### src/rtl/mips_ctrl_pkg.sv
// Shared encodings for the MIPS main control FSM and the ALU control stage.
// MAIN_CTRL_ILLEGAL_TRAP_EN adds the HALT state used to trap illegal opcodes.
package mips_ctrl_pkg;

`ifdef MAIN_CTRL_ILLEGAL_TRAP_EN
  typedef enum logic [2:0] {
    ST_IDLE, ST_FETCH, ST_DECODE, ST_EXEC, ST_MEM, ST_WB, ST_HALT
  } state_e;
`else
  typedef enum logic [2:0] {
    ST_IDLE, ST_FETCH, ST_DECODE, ST_EXEC, ST_MEM, ST_WB
  } state_e;
`endif

  localparam logic [3:0] ALU_ADD = 4'b0010;
  localparam logic [3:0] ALU_SUB = 4'b0011;
  localparam logic [3:0] ALU_OR  = 4'b0100;
  localparam logic [3:0] ALU_AND = 4'b0101;
  localparam logic [3:0] ALU_XOR = 4'b0110;
  localparam logic [3:0] ALU_SLT = 4'b0111;
  localparam logic [3:0] ALU_LI  = 4'b1001;
  localparam logic [3:0] ALU_LWI = 4'b1011;
  localparam logic [3:0] ALU_SWI = 4'b1100;

  localparam logic [1:0] TYPE_R   = 2'd0;
  localparam logic [1:0] TYPE_J   = 2'd1;
  localparam logic [1:0] TYPE_BEQ = 2'd2;
  localparam logic [1:0] TYPE_I   = 2'd3;

  localparam logic [1:0] PC_SRC_SEQ = 2'd0;
  localparam logic [1:0] PC_SRC_BR  = 2'd1;
  localparam logic [1:0] PC_SRC_JMP = 2'd2;

  localparam logic WB_ALU = 1'b0;
  localparam logic WB_MEM = 1'b1;

endpackage

### src/rtl/mips_op_classify.sv
// Combinational decode of instruction type + opcode into legality and class flags.
module mips_op_classify
  import mips_ctrl_pkg::*;
(
  input  logic [1:0] instr_type,
  input  logic [3:0] op,
  output logic       legal,
  output logic       is_mem,
  output logic       is_store,
  output logic       is_branch,
  output logic       is_jump
);

  logic r_ok;
  logic i_ok;

  // R-type only carries register-register ALU ops; I-type adds LI and the memory ops.
  assign r_ok = (op >= ALU_ADD) && (op <= ALU_SLT);
  assign i_ok = r_ok || (op == ALU_LI) || (op == ALU_LWI) || (op == ALU_SWI);

  assign is_branch = (instr_type == TYPE_BEQ);
  assign is_jump   = (instr_type == TYPE_J);
  assign is_mem    = (instr_type == TYPE_I) && ((op == ALU_LWI) || (op == ALU_SWI));
  assign is_store  = (instr_type == TYPE_I) && (op == ALU_SWI);
  assign legal     = is_branch || is_jump ||
                     ((instr_type == TYPE_R) && r_ok) ||
                     ((instr_type == TYPE_I) && i_ok);

endmodule

### src/rtl/mips_main_ctrl.sv
// Multi-cycle MIPS main control: fetch/decode/exec/mem/wb, 3-5 cycles per instruction plus ack waits.
// Strobes are state decodes qualified by acks; MAIN_CTRL_ILLEGAL_TRAP_EN traps illegal opcodes in HALT.
module mips_main_ctrl
  import mips_ctrl_pkg::*;
#(
  parameter int DATA_W = 32,
  parameter int OP_W   = 4
) (
  input  logic              clk,
  input  logic              rst_n,
  input  logic [DATA_W-1:0] imem_rdata,
  output logic              imem_req,
  input  logic              imem_ack,
  output logic              dmem_req,
  output logic              dmem_we,
  input  logic              dmem_ack,
  input  logic              alu_zero,
  output logic [OP_W-1:0]   alu_op,
  output logic [1:0]        instr_type,
  output logic              ir_we,
  output logic              pc_we,
  output logic [1:0]        pc_src,
  output logic              reg_we,
  output logic              wb_sel,
  output logic              illegal
);

  state_e            state_q, state_d;
  logic [DATA_W-1:0] ir_q, ir_d;
  logic              legal, is_mem, is_store, is_branch, is_jump;
  logic              unused_ir;

  assign instr_type = ir_q[31:30];
  assign alu_op     = is_branch ? OP_W'(ALU_SUB) : OP_W'(ir_q[29:26]);
  assign unused_ir  = ^ir_q[DATA_W-7:0];

  mips_op_classify u_classify (
    .instr_type (ir_q[31:30]),
    .op         (ir_q[29:26]),
    .legal      (legal),
    .is_mem     (is_mem),
    .is_store   (is_store),
    .is_branch  (is_branch),
    .is_jump    (is_jump)
  );

  always_comb begin
    state_d  = state_q;
    ir_d     = ir_q;
    imem_req = 1'b0;
    ir_we    = 1'b0;
    pc_we    = 1'b0;
    pc_src   = PC_SRC_SEQ;
    dmem_req = 1'b0;
    dmem_we  = 1'b0;
    reg_we   = 1'b0;
    wb_sel   = WB_ALU;
    case (state_q)
      ST_IDLE: state_d = ST_FETCH;
      ST_FETCH: begin
        imem_req = 1'b1;
        if (imem_ack) begin
          ir_we   = 1'b1;
          pc_we   = 1'b1;
          ir_d    = imem_rdata;
          state_d = ST_DECODE;
        end
      end
      ST_DECODE: begin
        if (!legal) begin
`ifdef MAIN_CTRL_ILLEGAL_TRAP_EN
          state_d = ST_HALT;
`else
          state_d = ST_FETCH;
`endif
        end else begin
          state_d = ST_EXEC;
        end
      end
      ST_EXEC: begin
        if (is_branch) begin
          pc_we   = alu_zero;
          pc_src  = PC_SRC_BR;
          state_d = ST_FETCH;
        end else if (is_jump) begin
          pc_we   = 1'b1;
          pc_src  = PC_SRC_JMP;
          state_d = ST_FETCH;
        end else if (is_mem) begin
          state_d = ST_MEM;
        end else begin
          state_d = ST_WB;
        end
      end
      ST_MEM: begin
        dmem_req = 1'b1;
        dmem_we  = is_store;
        if (dmem_ack) state_d = is_store ? ST_FETCH : ST_WB;
      end
      ST_WB: begin
        reg_we  = 1'b1;
        wb_sel  = (is_mem && !is_store) ? WB_MEM : WB_ALU;
        state_d = ST_FETCH;
      end
`ifdef MAIN_CTRL_ILLEGAL_TRAP_EN
      ST_HALT: state_d = ST_HALT;
`endif
      default: state_d = ST_IDLE;
    endcase
  end

`ifdef MAIN_CTRL_ILLEGAL_TRAP_EN
  assign illegal = (state_q == ST_HALT);
`else
  assign illegal = 1'b0;
`endif

  always_ff @(posedge clk or negedge rst_n) begin
    if (!rst_n) begin
      state_q <= ST_IDLE;
      ir_q    <= '0;
    end else begin
      state_q <= state_d;
      ir_q    <= ir_d;
    end
  end

endmodule

### config.mk
export PLATFORM = sky130hd
export DESIGN_NAME = mips_main_ctrl
export DESIGN_NICKNAME = d
export VERILOG_FILES = /design/src/rtl/mips_ctrl_pkg.sv /design/src/rtl/mips_op_classify.sv /design/src/rtl/mips_main_ctrl.sv
export SDC_FILE = /design/constraint.sdc
export NUM_CORES = 1
export LEC_CHECK = 0
export CAP_MARGIN = 15
export CORE_MARGIN = 1
export CORE_UTILIZATION = 32
export CTS_CLUSTER_SIZE = 10
export DETAILED_ROUTE_END_ITERATION = 8
export PLACE_DENSITY = 0.79
export REMOVE_ABC_BUFFERS = 1
export SLEW_MARGIN = 20
export SYNTH_ARGS = -nofsm -noshare
export SYNTH_HDL_FRONTEND = slang
export SYNTH_HIERARCHICAL = 1
export SYNTH_SLANG_ARGS = --single-unit
### constraint.sdc
create_clock -name clk -period 2 [get_ports clk]
set_input_delay 0.4 -clock clk [delete_from_list [all_inputs] [get_ports clk]]
set_output_delay 0.4 -clock clk [all_outputs]
set_load 0.005 [all_outputs]
# After elaboration in Yosys (flattened, before gate mapping)
# Index checks and enable logic that the tools add are counted.
[totals]
regBits = 35
latchBits = 0
ramBits = 0
romBits = 0
inputBits = 37
elab_cells = 59
n_memories = 0
[classes]
addsub = 0
n_mul = 0
div_mod_pow = 0
order_cmp = 2
eq_ne = 13
shift = 0
muxes = 23
bitwise_logic = 0
reduce_logical = 19
[op_table]
columns = ["cell", "n"]
rows = [
  ["3-bit 2-to-1 mux", 5],
  ["3-bit one-hot mux with 5 select lines", 1],
  ["4-bit == test, second input constant", 3],
  ["1-bit 2-to-1 mux", 11],
  ["2-bit 2-to-1 mux", 4],
  ["1-bit logical OR", 7],
  ["3-bit by 2-bit == test with 1-bit output, second input constant", 2],
  ["3-bit == test, second input constant", 2],
  ["1-bit logical AND", 6],
  ["2-bit == test, second input constant", 2],
  ["4-bit by 2-bit greater-or-equal comparator with 1-bit output, second input constant", 1],
  ["4-bit by 3-bit <= comparator with 1-bit output, second input constant", 1],
  ["4-bit 2-to-1 mux", 1],
  ["2-bit != test, second input constant", 2],
  ["2-bit AND reduction", 2],
  ["3-bit by 1-bit == test with 1-bit output, second input constant", 1],
  ["3-bit zero test", 1],
  ["2-bit by 1-bit == test with 1-bit output, second input constant", 1],
  ["2-bit zero test", 1],
  ["1-bit one-hot mux with 2 select lines", 1],
  ["2-bit OR reduction", 1],
  ["1-bit zero test", 1],
]

# Logic depth before layout (Yosys ltp)
# Gate-level depths: netlist of the first run.
[depth]
depth_word = 9
depth_mapped = 7
mapped_depth_nobuf = 7

# Hierarchy
# The synthesis of the first run kept the hierarchy.
[modules_own_cells]
columns = ["mod", "n_inst", "cells_per_inst", "area_per_inst_um2"]
rows = [
  ["mips_main_ctrl", 1, 48, 549.3],
  ["mips_op_classify", 1, 16, 113.9],
]

# Worst setup path before layout of the first run
# OpenSTA, ideal clock, no wires.
[synth_path]
path_type = "register to output"
from = "reg ir_q[26]"
to = "out wb_sel"
arrival_ns = 1.110
required_ns = 1.600
slack_ns = 0.490
path_stages_with_launch = 4
path_buffers = 0
cell_sequence = "dfrtp_1 > or3b_1 > nor2_1 > and3b_1"
[synth_between]
elab_chain_len = 6
elab_cells_between_ends = 9
[synth_lines]
columns = ["element", "line", "rtl"]
rows = [
  ["start: declaration", "mips_main_ctrl.sv:29", "logic [DATA_W-1:0] ir_q, ir_d;"],
  ["start signal: assignment", "mips_main_ctrl.sv:124", "ir_q <= ir_d;"],
  ["4-bit == test", "mips_op_classify.sv:24", "assign is_store = (instr_type == TYPE_I) && (op == ALU_SWI);"],
  ["1-bit logical AND", "mips_op_classify.sv:24", ""],
  ["via is_store", "mips_main_ctrl.sv:30", "logic legal, is_mem, is_store, is_branch, is_jump;"],
  ["1-bit zero test", "mips_main_ctrl.sv:102", "wb_sel = (is_mem && !is_store) ? WB_MEM : WB_ALU;"],
  ["1-bit logical AND", "mips_main_ctrl.sv:102", ""],
  ["1-bit 2-to-1 mux", "mips_main_ctrl.sv:102", ""],
  ["1-bit 2-to-1 mux", "mips_main_ctrl.sv:58", "case (state_q)"],
  ["end: declaration", "mips_main_ctrl.sv:24", "output logic wb_sel,"],
]
# The timed path passes the listed nets, and every way through them passes these cells.

# Worst setup path after layout of the first run
[layout_path]
from = "reg ir_q[31]"
to = "out dmem_we"
[layout_between]
elab_chain_len = 3
[layout_lines]
columns = ["element", "line", "rtl"]
rows = [
  ["2-bit == test", "mips_op_classify.sv:24", ""],
  ["1-bit logical AND", "mips_op_classify.sv:24", ""],
  ["via is_store", "mips_main_ctrl.sv:30", ""],
  ["1-bit 2-to-1 mux", "mips_main_ctrl.sv:58", ""],
  ["end: declaration", "mips_main_ctrl.sv:15", "output logic dmem_we,"],
]
# The timed path passes the listed nets, and every way through them passes these cells.

==> results of run 1 <==
-- synth_stat cells, types with 2 or more instances --
master,instances
mux2_4,6
nor3b_1,3
a21oi_1,3
buf_4,3
nor2b_1,3
and2_1,2
nand2_1,4
nand3b_1,3
nor2_1,3
ha_1,4
dfrtp_1,9
or2_2,2
inv_1,3
-- sequential cells by signal (all words and copies together), names as in the netlist --
signal / cells
ir_q: 6
state_q: 3
-- what timing repair did --
action | 4_1_cts | 5_1_grt
setup buffers | 3 | 1
hold buffers | 0 | 0
endpoints found under the setup margin | 11 | 8
resized for setup | 23 | 6
pin swaps | 6 | 3
-- how the worst max path moves through the flow --
stage | from | endpoint
final | ir_q[31] | dmem_we
after global routing | ir_q[31] | dmem_we
after CTS | state_q[2] | ir_we
after detailed placement | imem_ack | pc_we
after global placement | imem_ack | pc_we
after floorplan | ir_q[26] | wb_sel
-- worst max-delay path: stages, from the launching register on --
cell and delay, ps:
dfrtp_2 450, ha_1 220, nand2_1 160, nor2_4 60, and2_1 130, dlygate4sd2_1 250
-- power by group through the flow --
stage               registers, W  clock network (W)  logic [W]
finish                  0.000382           0.000143    0.00104
global placement        0.000360                  0   0.000917
CTS                     0.000376           0.000150    0.00103
floorplan               0.000367                  0   0.000466
detailed placement      0.000364                  0   0.000945
global route            0.000397           0.000155    0.00114
-- kinds of logic after synthesis --
family / count (synthesis) / share of synthesized area (%)
simple gates: 28 / 27.4
fa+ha+maj: 4 / 7.55
mux: 7 / 15.1
compound gates: 7 / 6.60
flops: 9 / 34.0
buf+inv: 8 / 8.87
other cells: 1 / 0.565
-- cells in the final DEF (no fill, tap or decap), types with 2 or more instances in the layout --
master and n:
inv_2 2, nand3b_1 3, nor2b_1 3, nor2_1 2
dlygate4sd2_1 6, nor3b_2 3, mux2_4 6, nand2_1 4
dfrtp_2 4, clkbuf_4 3, clkdlybuf4s50_1 15, a21oi_1 2
dfrtp_1 5, dlymetal6s2s_1 3, ha_1 2, buf_4 11
and2_1 2, ha_4 2, or2_2 2
-- layer usage --
metal	part of all wire, %	vias up	GRT usage (%)
met1	41	281	17.2
met4	0	0	12.0
met5	0	-	0
li1	-	281	-
met2	53	21	27.1
met3	6.4	0	3.40
-- stage by stage --
step / hold slack, ps / std cells / utilization (%) / power [W] / cell area, um2
floorplan: 104 / 59 / - / 0.000834 / 616
global placement: 521 / 118 / 48.5 / 0.00128 / 952
detailed placement: 536 / 118 / 48.5 / 0.00131 / 952
CTS: 441 / 125 / 52.9 / 0.00156 / 1040
global route: 467 / 126 / 53.9 / 0.00169 / 1060
finish: 433 / 126 / 53.9 / 0.00156 / 1060
-- cell type report --
| class | count | share of cell area [%] |
|---|---|---|
| Multi-Input combinational cell | 47 | 40.5 |
| Sequential cell | 9 | 21.8 |
| Timing Repair Buffer | 36 | 31.0 |
| Clock buffer | 4 | 2.49 |
| Tap cell | 27 | 3.20 |
| Inverter | 3 | 1.07 |
==> flow_metrics.tcl, run 1 <==
set metrics [dict create \
    yosys_register_bits 9 \
    crit_required_ps 1600 \
    worst_r2r_path_depth 8 \
    ant_nets 0 \
    die_w_um 47.5 \
    num_vias 583 \
    leakagePower_nw 0.494 \
    synth.distinct_cells 29 \
    cts_num_sinks 9 \
    clkTransAtPathRegs_ps 60 \
    r2r_end "state_q[1]" \
    grt_overflow 0 \
    fp-row-count 16 \
    root_buffer "clkbuf_4" \
    fillCellCount 214 \
    wl_mm 1.58 \
    seqPwrFrac_pct 24.4 \
    die_area_um2 2260 \
    cts_max_path_buffers 2 \
    firstDrtPassIters 6 \
    cts_tree "built" \
    syn_area_um2 663 \
    grt_pass1_vias 563 \
    yosysSeqAreaShare_pct 34.0 \
    p_sw_w 0.000558 \
    num_antenna_cells 0 \
    tns_ps 0 \
    insertion_delay_ps 260 \
    drive_gt1_share_pct 38.4 \
    fmax_ghz 0.519 \
    period_share_pct 96.4 \
    violations "design-rule violations" \
    pwr-share-clk_pct 9.1 \
    hold_viol 0 \
    syn_inst 64 \
    wl_per_cell_um 12.5 \
    start_util_pct 33.8 \
    drc_errors 1 \
    multi_input_area_um2 428 \
    synth_edf_count 0 \
    grt_use_total_pct 15.9 \
    yosysTopAreaCellShare_pct 34.0 \
    first_iter_violations 7 \
    criticalPathCategory "flip-flop to primary output" \
    r2r_setup_slack_ps 410 \
    worstSetupEndpointType "primary output" \
    grt_pass1_wl_mm 2.38 \
    peakVddDrop_uv 732 \
    path_max_fanout 5 \
    io_buffers 25 \
    crit-reg2reg-launch "ir_q[30]" \
    drv_cap 0 \
    synth_area_leader_cell "dfrtp_1" \
    intPower_w 0.00100 \
    rsz0062_at_grt "no" \
    power_density_nw_per_um2 1480 \
    grt_max_degree 10 \
    vias_per_cell 4.63 \
    hold_path.class "primary input to asynchronous set/reset pin" \
    h-tree-depth 1 \
    fin_crit_ps 1930 \
    synth.top_cells.by_area "dfrtp_1, mux2_4, ha_1, buf_4, nand3b_1" \
    p_comb_share_pct 66.4 \
    drv_slew 0 \
    pre_cts_ws_ps -37.0 \
    antenna_found_initial 0 \
    swShare_pct 35.7 \
    ioPinCount 53 \
    fin_skew_ps 2.27 \
    setup_viol 0 \
    syn_to_final_growth_pct 59.4 \
    die_h_um 47.5 \
    synthArstFlopShare_pct 100 \
    fin_ws_ps 71.8 \
    nNetsFinal 141 \
    ys_warn_count 6 \
    synth_top_flop_cell "dfrtp_1" \
    avgSynthCellArea_um2 10.4 \
    cts_buffers 3 \
    arrival_ps 1530 \
    seq_area_um2 230 \
    fp.coreArea_um2 1960 \
    status "finished, violations left" \
    start_kind "flip-flop" \
    routabilityCongestion 0.810 \
]
Power figures use the tool's default switching activity.
==> run 2, diff against run 1 <==
==> constraint.sdc (replaced) <==
create_clock -name clk -period 1.8 [get_ports clk]
set_input_delay 0.36 -clock clk [delete_from_list [all_inputs] [get_ports clk]]
set_output_delay 0.36 -clock clk [all_outputs]
set_load 0.005 [all_outputs]
==> run 2 against run 1 <==
  * The run ends with design-rule violations, negative setup slack left
  * Clock power rose by 14%
  * Sequential power increased by 4%
  * First-iteration DRC count is 14% higher
  * Global-route usage up 2.6 points
  * Hold slack got worse by 29 ps
  * Wire length increased by 23%
  * Sequential share of layout area decreased by 2.4 points
  * Worst setup slack worse by 210 ps
  * Utilization increased by 5.5 points
  * Via count increased by 14%
  * Sequential cell count did not move
  * Critical endpoint is now wb_sel
==> flow_metrics.tcl, run 2 (synthesis gave the netlist of run 1 again) <==
set metrics [dict create \
    wl_per_cell_um 14.1 \
    post-dp-hpwl_mm 1.12 \
    peakVddDrop_uv 749 \
    num_vias 662 \
    grt_pass1_wl_mm 2.77 \
    arrival_ps 1580 \
    fp-row-count 16 \
    hold_path.class "primary input to asynchronous set/reset pin" \
    crit_chain "or3b_4, buf_6, a21oi_4, and3b_1, buf_2" \
    period_share_pct 108 \
    first_iter_violations 8 \
    crit_path_end "wb_sel" \
    crit_required_ps 1440 \
    rsz0062_at_grt "yes" \
    die_w_um 47.5 \
    power.total_w 0.00199 \
    fin_ws_ps -143 \
    setup_viol 4 \
    grt_use_total_pct 18.5 \
    grt_pass1_vias 645 \
    crit-reg2reg-launch "ir_q[26]" \
    status "finished, violations left" \
    largest_reg_flops 6 \
    crit_slowest_cell "or3b_4" \
    die_h_um 47.5 \
    drv_cap 0 \
    power_density_nw_per_um2 1710 \
    fin_skew_ps 3.14 \
    drive_gt1_share_pct 47.7 \
    fmax_ghz 0.515 \
    r2r_setup_slack_ps 60 \
    io_buffers 25 \
    start_kind "flip-flop" \
    violations "design-rule violations, negative setup slack" \
    largest_register "ir_q" \
    final_cell_mix "buf_4, clkdlybuf4s50_1, dfrtp_1" \
    cts_num_sinks 9 \
    insertion_delay_ps 270 \
    hold_viol 0 \
    cts_tree "built" \
    syn_to_final_growth_pct 75.7 \
    grt_overflow 0 \
    final_common_cell "buf_4" \
    worstSetupEndpointType "primary output" \
    critPathMaxStageDelay_ps 420 \
    cts_max_path_buffers 2 \
    fillCellCount 181 \
    fp.coreArea_um2 1960 \
    holdWs_ps 405 \
    die_area_um2 2260 \
    worst_r2r_path_depth 6 \
    h-tree-depth 1 \
    drc_errors 1 \
    ant_nets 0 \
    start_util_pct 33.8 \
    reg_top3 "ir_q: 6 flops, state_q: 3 flops" \
    pre_cts_ws_ps -193 \
    leakagePower_nw 0.561 \
    wl_mm 1.95 \
    vias_per_cell 4.80 \
    drv_slew 0 \
    firstDrtPassIters 6 \
    path_max_fanout 2 \
    tns_ps -319 \
    routabilityCongestion 0.776 \
    num_antenna_cells 0 \
    grt_max_degree 10 \
    criticalPathCategory "flip-flop to primary output" \
    antenna_found_initial 0 \
    clkTransAtPathRegs_ps 70 \
    r2r_end "state_q[0]" \
    root_buffer "clkbuf_4" \
    nNetsFinal 153 \
    cts_buffers 3 \
    fin_crit_ps 1940 \
    startpoint "ir_q[26]" \
    ioPinCount 53 \
]
[run 2: how the worst min path moves through the flow]
stage,from,end,slack (ps)
finish,rst_n,ir_q[30],400
global route,rst_n,ir_q[30],430
CTS,rst_n,state_q[1],400
detailed placement,ir_q[29],ir_q[29],550
global placement,ir_q[29],ir_q[29],550
floorplan,rst_n,ir_q[26],60
[run 2: layer usage]
| metal | GRT usage [%] | up-vias | share of wire (%) |
|---|---|---|---|
| met1 | 17.5 | 328 | 36 |
| li1 | - | 306 | - |
| met4 | 16.0 | 0 | 0.98 |
| met5 | 0 | - | 0 |
| met3 | 3.02 | 2 | 4.9 |
| met2 | 34.2 | 26 | 58 |
[run 2: area by class of cell]
class,count,area (um2),area share [%]
Inverter,3,11.3,0.967
Sequential cell,9,225,19.3
Clock buffer,4,26.3,2.26
Tap cell,27,33.8,2.90
Multi-Input combinational cell,47,457,39.2
Timing Repair Buffer,48,412,35.3
[run 2: what timing repair did]
item / in CTS / in global routing
pin swaps: 5 / 6
buffers inserted: 13 / 2
gates resized for setup: 41 / 13
hold buffers: 0 / 0
setup endpoints to repair: 13 / 10
[run 2: worst max-delay path, delay by kind of cell (launching register included)]
family / cells / cell delay, ps
AOI/OAI and AO/OA: 1 / 130
buffers and inverters: 2 / 240
DFF: 1 / 370
and+or+nand+nor: 2 / 580
[run 2: report_power, final]
part / internal (W) / switching (W) / total (W)
sequential: 0.000303 / 0.0000925 / 0.000396
clock: 0.0000858 / 0.0000773 / 0.000163
combinational: 0.000877 / 0.000552 / 0.00143
[run 2: metrics by stage]
stage / std cells / cell area [um2] / utilization, %
after CTS: 138 / 1130 / 57.8
after global placement: 121 / 975 / 49.7
final: 138 / 1160 / 59.4
after floorplan: 59 / 616 / -
after detailed placement: 121 / 975 / 49.7
after global routing: 138 / 1160 / 59.4
==> run 3, diff against run 2 <==
--- a/config.mk
+++ b/config.mk
@@ -7,10 +7,11 @@
 export LEC_CHECK = 0
 export CAP_MARGIN = 15
 export CORE_MARGIN = 1
-export CORE_UTILIZATION = 32
+export CORE_UTILIZATION = 33
+export CTS_BUF_LIST = sky130_fd_sc_hd__clkbuf_4 sky130_fd_sc_hd__clkbuf_8
 export CTS_CLUSTER_SIZE = 10
 export DETAILED_ROUTE_END_ITERATION = 8
-export PLACE_DENSITY = 0.79
+export PLACE_DENSITY = 0.81
 export REMOVE_ABC_BUFFERS = 1
 export SLEW_MARGIN = 20
 export SYNTH_ARGS = -nofsm -noshare
==> run 3 against run 2 <==
  * The flow finishes with violations (negative setup slack)
  * Cell count grew 1.4%
  * Largest power group unchanged
  * Critical path depth stayed put
  * Sequential power barely moved
  * Register-to-register slack gained 30 ps
==> flow_metrics.tcl, run 3 (synthesis gave the netlist of run 1 again) <==
set metrics [dict create \
    num_antenna_cells 0 \
    die_w_um 46.8 \
    grt_overflow 0 \
    largest_register "ir_q" \
    grt_pass1_wl_mm 2.78 \
    grt_pass1_vias 679 \
    ioPinCount 53 \
    fin_skew_ps 6.11 \
    hold_path.class "primary input to asynchronous set/reset pin" \
    grt_max_degree 10 \
    fillCellCount 145 \
    drc_errors 0 \
    die_area_um2 2190 \
    firstDrtPassIters 5 \
    post-dp-hpwl_mm 1.18 \
    syn_to_final_growth_pct 73.8 \
    fin_crit_ps 1920 \
    setup_viol 3 \
    drive_gt1_share_pct 52.2 \
    fmax_ghz 0.521 \
    path_max_fanout 3 \
    grt_use_total_pct 18.0 \
    power_density_nw_per_um2 1720 \
    wl_mm 1.81 \
    wl_per_cell_um 12.9 \
    drv_slew 0 \
    start_util_pct 36.8 \
    cts_max_path_buffers 2 \
    peakVddDrop_uv 861 \
    vias_per_cell 4.61 \
    root_buffer "clkbuf_4" \
    insertion_delay_ps 260 \
    hold_viol 0 \
    r2r_setup_slack_ps 90 \
    largest_reg_flops 6 \
    io_buffers 25 \
    status "finished, violations left" \
    cts_tree "built" \
    fp.coreArea_um2 1800 \
    hold_buffers 0 \
    cts_buffers 3 \
    final_common_cell "buf_4" \
    antenna_found_initial 0 \
    leakagePower_nw 0.562 \
    tns_ps -203 \
    h-tree-depth 1 \
    violations "negative setup slack" \
    start_kind "flip-flop" \
    power.total_w 0.00198 \
    fp-row-count 15 \
    final_cell_mix "buf_4, clkdlybuf4s50_1, dfrtp_1" \
    criticalPathCategory "flip-flop to primary output" \
    period_share_pct 107 \
    reg_top3 "ir_q: 6 flops, state_q: 3 flops" \
    fin_cells 140 \
    crit_required_ps 1440 \
    drv_cap 0 \
    rsz0062_at_grt "yes" \
    clkTransAtPathRegs_ps 70 \
    arrival_ps 1560 \
    first_iter_violations 15 \
    dp_cells 121 \
    num_vias 645 \
    pre_cts_ws_ps -189 \
    fin_ws_ps -121 \
    routabilityCongestion 0.805 \
    ant_nets 0 \
    die_h_um 46.8 \
    cts_num_sinks 9 \
    worstSetupEndpointType "primary output" \
    nNetsFinal 157 \
]
==> run 3: changes by cell type in the layout (fill, tap and decap cells not counted), moves of 2 or more <==
cell | before | now
buf_6 | 6 | 4
dlygate4sd2_1 | 7 | 3
buf_2 | 2 | 4
buf_4 | 18 | 24
==> run 3: report_power, final <==
| group | total [W] | leakage, nW | switching (W) | internal [W] |
|---|---|---|---|---|
| Combinational | 0.00142 | 0.436 | 0.000528 | 0.000887 |
| Clock | 0.000175 | 0.0184 | 0.0000748 | 0.000101 |
| Sequential | 0.000393 | 0.107 | 0.0000900 | 0.000303 |
==> run 3: final cells by class <==
cell class	instances	area, um2	share of cell area (%)
flip-flops and latches	9	225	19.5
clock buffers	4	30.0	2.61
repair buffers	52	424	36.8
inverters	3	11.3	0.977
multi-input cells	47	430	37.4
well taps	25	31.3	2.71
==> run 3: path summary, 6_finish.rpt <==
path                            start          to  cells after the start
setup / recovery             ir_q[26]      wb_sel                      5
hold / removal                  rst_n    ir_q[29]                      1
setup reg to reg             ir_q[30]  state_q[1]                      9
hold reg to reg            state_q[0]  state_q[1]                      2
max in group asynchronous       rst_n    ir_q[28]                      1
min in group clk           state_q[0]  state_q[1]                      2
==> run 3: worst max-delay path, stage by stage (launching register included) <==
cell,delay [ps]
dfrtp_1,380
or3b_4,410
buf_6,130
nor2_4,90
and3b_1,170
buf_2,120
==> run 3: routing by layer <==
metal | vias to the layer above | global-route usage [%] | part of all wire, %
li1 | 319 | - | -
met1 | 296 | 20.3 | 45
met2 | 28 | 33.9 | 49
met3 | 2 | 1.15 | 5.1
met4 | 0 | 9.14 | 1.1
met5 | - | 0 | 0
==> run 3: per-stage QoR <==
step | instance area, um2 | utilization [%] | hold WS [ps]
2_1_floorplan | 616 | - | 64.4
3_3_place_gp | 987 | 54.8 | 585
3_5_place_dp | 987 | 54.8 | 598
4_1_cts | 1130 | 62.5 | 415
5_1_grt | 1150 | 64.0 | 453
6_report | 1150 | 64.0 | 406
==> run 3: timing repair <==
item | CTS | global route
resized for setup | 37 | 15
setup endpoints to repair | 12 | 7
buffers inserted | 12 | 3
pin swaps | 6 | 6
